### src/rtl/hazard_ctrl_unit.sv
// Pipeline hazard controller: load-use (multi-cycle), mul/div busy and EX redirect.
// Produces PC/IF-ID write enables, ID/EX bubble select and IF/ID flush, plus a
// saturating count of stall cycles.
module hazard_ctrl_unit #(
  parameter int unsigned REG_W    = 5,
  parameter int unsigned LOAD_LAT = 1,
  parameter int unsigned CNT_W    = 16
) (
  input  logic             clk,
  input  logic             rst,
  input  logic             id_ex_mem_read,
  input  logic [REG_W-1:0] id_ex_reg_rt,
  input  logic [REG_W-1:0] if_id_reg_rs,
  input  logic [REG_W-1:0] if_id_reg_rt,
  input  logic             if_id_uses_rs,
  input  logic             if_id_uses_rt,
  input  logic             if_id_uses_hilo,
  input  logic             md_busy,
  input  logic             ex_redirect,
  output logic             pc_write,
  output logic             if_id_write,
  output logic             sel_mux_cu,
  output logic             if_id_flush,
  output logic [CNT_W-1:0] stall_cycles
);

  typedef enum logic [1:0] {StRun, StLdStall, StMdWait} state_e;

  // Remaining load-stall cycles loaded on entry to StLdStall.
  localparam logic [3:0] LatMinusOne = 4'(LOAD_LAT - 1);

  state_e           state_q, state_d;
  logic [3:0]       cnt_q, cnt_d;
  logic [CNT_W-1:0] stall_cycles_q;
  logic             lu, mdh, stall;

  // Hazard detection against the instruction currently in ID.
  always_comb begin
    lu  = id_ex_mem_read && (id_ex_reg_rt != '0) &&
          ((if_id_uses_rs && (id_ex_reg_rt == if_id_reg_rs)) ||
           (if_id_uses_rt && (id_ex_reg_rt == if_id_reg_rt)));
    mdh = md_busy && if_id_uses_hilo;
  end

  // Next-state and output decode; redirect overrides any pending stall.
  always_comb begin
    state_d     = state_q;
    cnt_d       = cnt_q;
    stall       = 1'b0;
    pc_write    = 1'b1;
    if_id_write = 1'b1;
    sel_mux_cu  = 1'b0;
    if_id_flush = 1'b0;

    if (ex_redirect) begin
      if_id_flush = 1'b1;
      sel_mux_cu  = 1'b1;
      state_d     = StRun;
      cnt_d       = '0;
    end else begin
      unique case (state_q)
        StRun: begin
          if (lu) begin
            stall = 1'b1;
            if (LOAD_LAT > 1) begin
              state_d = StLdStall;
              cnt_d   = LatMinusOne;
            end
          end else if (mdh) begin
            stall   = 1'b1;
            state_d = StMdWait;
          end
        end
        StLdStall: begin
          stall = 1'b1;
          if (cnt_q <= 4'd1) begin
            state_d = StRun;
            cnt_d   = '0;
          end else begin
            cnt_d = cnt_q - 4'd1;
          end
        end
        StMdWait: begin
          // First idle cycle of the mul/div unit is already a normal cycle.
          if (md_busy) stall = 1'b1;
          else         state_d = StRun;
        end
        default: begin
          state_d = StRun;
          cnt_d   = '0;
        end
      endcase
    end

    if (stall) begin
      pc_write    = 1'b0;
      if_id_write = 1'b0;
      sel_mux_cu  = 1'b1;
    end

    // Reset forces a quiet pipeline regardless of hazards or redirect.
    if (rst) begin
      pc_write    = 1'b1;
      if_id_write = 1'b1;
      sel_mux_cu  = 1'b0;
      if_id_flush = 1'b0;
    end
  end

  // FSM state and load-stall counter registers.
  always_ff @(posedge clk) begin
    if (rst) begin
      state_q <= StRun;
      cnt_q   <= '0;
    end else begin
      state_q <= state_d;
      cnt_q   <= cnt_d;
    end
  end

  // Saturating stall-cycle counter for performance monitoring.
  always_ff @(posedge clk) begin
    if (rst) begin
      stall_cycles_q <= '0;
    end else if (!pc_write && (stall_cycles_q != '1)) begin
      stall_cycles_q <= stall_cycles_q + 1'b1;
    end
  end

  assign stall_cycles = stall_cycles_q;

endmodule
### config.mk
export PLATFORM = sky130hd
export DESIGN_NAME = hazard_ctrl_unit
export DESIGN_NICKNAME = d
export VERILOG_FILES = /design/src/rtl/hazard_ctrl_unit.sv
export SDC_FILE = /design/constraint.sdc
export NUM_CORES = 1
export LEC_CHECK = 0
export ABC_AREA = 1
export BUFFER_PORTS_ARGS = -buffer_cell sky130_fd_sc_hd__buf_2
export CAP_MARGIN = 40
export CORE_ASPECT_RATIO = 0.8
export CORE_MARGIN = 4
export CORE_UTILIZATION = 45
export DETAILED_ROUTE_END_ITERATION = 6
export PLACE_DENSITY_LB_ADDON = 0.15
export SLEW_MARGIN = 15
export SYNTH_ARGS = -nofsm -noshare
export SYNTH_HDL_FRONTEND = slang
export SYNTH_SLANG_ARGS = --single-unit
### constraint.sdc
create_clock -name clk -period 3.93 [get_ports clk]
set_clock_uncertainty 0.1 [all_clocks]
set_input_delay 0.786 -clock clk [delete_from_list [all_inputs] [get_ports clk]]
set_output_delay 0.786 -clock clk [all_outputs]
set_load 0.01 [all_outputs]
==> flow_metrics.tcl <==
set metrics [dict create \
    synth-seq-area-share 0.267 \
    post_synth.cell_area_avg_um2 6.04 \
    gp_congestion 0.865 \
    post_drt_via_cell_ratio 4.98 \
    grt_antenna_before_repair 0 \
    fin_setup_tns_ps 0 \
    final_cycle_utilization_of_the_critical_path 0.740 \
    hold_path.class "register to register" \
    worst_r2r_startpoint "stall_cycles[0]$_SDFFE_PP0P_" \
    post_route_cells_drive_above_1_share 0.211 \
    rr_endpoint "stall_cycles[0]$_SDFFE_PP0P_" \
    areaGrowthSynthToFinish_pct 19.4 \
    cp_num_buf_inv 3 \
    fillerInstances 261 \
    fin_hold_ws_ps 403 \
    max-cap-violations 0 \
    stage_delay_of_the_slowest_cell_on_the_critical_path_ps 270 \
    initial_standard_cell_utilization_of_the_core 0.493 \
    die_h_um 55.6 \
    outcome "complete, no violations" \
    max_freq_mhz 344 \
    die_area_um2 3750 \
    setup_viol 0 \
    worst_vdd_rail_ir_drop_uv 171 \
    core_um2 2580 \
    post_cts_resize_count 0 \
    maxSlewHeadroom 0.673 \
    clkLatencyLatePin_ps 300 \
    routed_wire_length_per_instance_um 11.0 \
    placed_area_um2 1500 \
    setup.worst_path.end_class "output pin" \
    diodes 0 \
    slew_at_the_pin_closest_to_its_max_slew_limit_ps 487 \
    drt_first_iter_violations 183 \
    clkSlewWorstSetupHoldPaths_ps 100 \
    critPathRequiredTime_ps 3040 \
    crit_path_max_fo 17 \
    power.density_nw_per_um2 213 \
    rsz0062_at_grt "false" \
    htree_num_levels 1 \
    grt_first_pass_wirelength_um 5610 \
    reg2reg_depth 10 \
    design_power_total_uw 324 \
    path_depth 11 \
    synth-seq-cells 17 \
    drc_errors 0 \
    grt_max_degree 19 \
    regToRegSetupSlack_ps 1680 \
    path_cells "buf_2, inv_1, nand2_1, nand2_1, nor2_1, nand3_1, nand2_1, nand3_1, nand2_2, nand2_1, buf_2" \
    finalNetCount 276 \
    clock_tree.root_cell "sky130_fd_sc_hd__clkbuf_4" \
    cts_tree "yes" \
    worst_ep_arrival_time_ps 2020 \
    setup.worst_path.end "pc_write" \
    crit_path_frequent_cell "sky130_fd_sc_hd__nand2_1" \
    input_output_buffers 42 \
    grtUsageTotal 0.187 \
    criticalPathCategory "input pin to output pin" \
    worstSetupStartpoint "id_ex_reg_rt[4]" \
    place_hpwl_um 2420 \
    min_period_ps 2910 \
    finish.utilization 0.589 \
    cellLeakagePower_uw 0.000730 \
    cts-root-to-sink-buffers 2 \
    ys_warn_count 0 \
    hold_viol_final 0 \
    finalWirelength_um 3160 \
    synth_cells 211 \
    post_cts_buffers 0 \
    post-route-cell-area_um2 1520 \
    grt_pass1_vias 1330 \
    synth.lib_cells_used.distinct 22 \
    cts_buffers 3 \
    io-pin-count 43 \
    ant_nets 0 \
    min_path_cells 2 \
    timing.critical_path.slowest_stage_cell "sky130_fd_sc_hd__nand2_2" \
    die_w_um 67.5 \
    synth_area_um2 1270 \
    num_vias 1430 \
    postCtsHoldBufs 0 \
    critical_path.top_delay_family "simple AND/OR/NAND/NOR gates" \
    core.rowCount 16 \
    worst_setup_path_start_kind "input pin" \
    drtPass1Iterations 4 \
    overflow 0 \
    cts_num_sinks 17 \
    slew_violations 0 \
    syn-num-nets 235 \
]
-- where the power goes --
group	internal, uW	switching [uW]
sequential	173	1.39
combinational	19.9	32.3
clock	39.6	57.5
-- registers in the layout (all words and copies together) (netlist names) --
name,count
stall_cycles,16
state_q,1
-- worst register-to-register path, stage by stage, from the launching register on --
cell	delay, ps
sky130_fd_sc_hd__dfxtp_1	430
sky130_fd_sc_hd__ha_1	270
sky130_fd_sc_hd__nand3_1	110
sky130_fd_sc_hd__nor2_2	190
sky130_fd_sc_hd__nand3_2	110
sky130_fd_sc_hd__nor2_2	100
sky130_fd_sc_hd__nand3_2	270
sky130_fd_sc_hd__nand3_2	380
sky130_fd_sc_hd__nand2_1	100
sky130_fd_sc_hd__nand2_1	70
sky130_fd_sc_hd__nor2_1	40
-- cells by family after synthesis --
family                   Yosys count  synth area share
AO/OA/AOI/OAI                     16            0.0639
XOR/XNOR                          12            0.0825
adder cells (fa/ha/maj)            1           0.00982
buffers and inverters             35             0.115
flip-flops                        17             0.267
AND/OR/NAND/NOR                  130             0.462
-- per-stage QoR --
| stage | instances | worst slack [ps] |
|---|---|---|
| 5_1_grt | 287 | 818 |
| 4_1_cts | 287 | 1020 |
| 6_report | 287 | 1020 |
| 3_5_place_dp | 283 | 1020 |
| 2_1_floorplan | 211 | 1120 |
| 3_3_place_gp | 283 | 1040 |
-- synthesized netlist by cell type, drive strengths merged --
master,number,area share
a21oi,13,0.051
a31oi,1,0.0049
buf,3,0.021
clkbuf,4,0.012
dfxtp,17,0.27
ha,1,0.0098
inv,28,0.083
nand2,65,0.20
nand3,16,0.075
nand3b,1,0.0059
nand4,15,0.074
nor2,25,0.078
nor3,6,0.024
nor3b,1,0.0059
nor4,1,0.0049
o21ai,2,0.0079
xnor2,3,0.021
xor2,9,0.062
-- per-layer routing --
metal / global-route usage / vias to the layer above / routed length (um)
li1: - / 755 / -
met1: 0.283 / 634 / 1620
met2: 0.259 / 39 / 1300
met3: 0.0505 / 2 / 228
met4: 0.0405 / 0 / 8
met5: 0 / - / 0
-- worst min path at each step --
| stage | from | end | slack, ps |
|---|---|---|---|
| after detailed placement | stall_cycles[10]$_SDFFE_PP0P_ | stall_cycles[10]$_SDFFE_PP0P_ | 380 |
| after floorplan | stall_cycles[10]$_SDFFE_PP0P_ | stall_cycles[10]$_SDFFE_PP0P_ | 410 |
| after CTS | stall_cycles[10]$_SDFFE_PP0P_ | stall_cycles[10]$_SDFFE_PP0P_ | 400 |
| after global routing | stall_cycles[15]$_SDFFE_PP0P_ | stall_cycles[15]$_SDFFE_PP0P_ | 440 |
| after global placement | stall_cycles[10]$_SDFFE_PP0P_ | stall_cycles[10]$_SDFFE_PP0P_ | 380 |
| final | stall_cycles[10]$_SDFFE_PP0P_ | stall_cycles[10]$_SDFFE_PP0P_ | 400 |
-- cells in the final DEF (no fill, tap or decap), types with 3 or more instances in the layout --
master                     netlist  routed
sky130_fd_sc_hd__nand2_1        63      63
sky130_fd_sc_hd__buf_2           0      42
sky130_fd_sc_hd__inv_1          28      28
sky130_fd_sc_hd__nor2_1         23      23
sky130_fd_sc_hd__dfxtp_1        17      17
sky130_fd_sc_hd__nand4_1        15      15
sky130_fd_sc_hd__nand3_1        13      13
sky130_fd_sc_hd__a21oi_1        13      13
sky130_fd_sc_hd__xor2_1          9       9
sky130_fd_sc_hd__nor3_1          6       6
sky130_fd_sc_hd__nand3_2         3       3
sky130_fd_sc_hd__xnor2_1         3       3
sky130_fd_sc_hd__clkbuf_4        0       3
-- final cells by class --
cell class | count | area (um^2) | area share
repair buffers | 43 | 218 | 0.143
flip-flops and latches | 17 | 340 | 0.224
inverters | 28 | 105 | 0.0691
well taps | 36 | 45.0 | 0.0296
clock buffers | 4 | 26.3 | 0.0173
multi-input cells | 159 | 787 | 0.517
No activity file was read; power rests on OpenSTA's default activity.
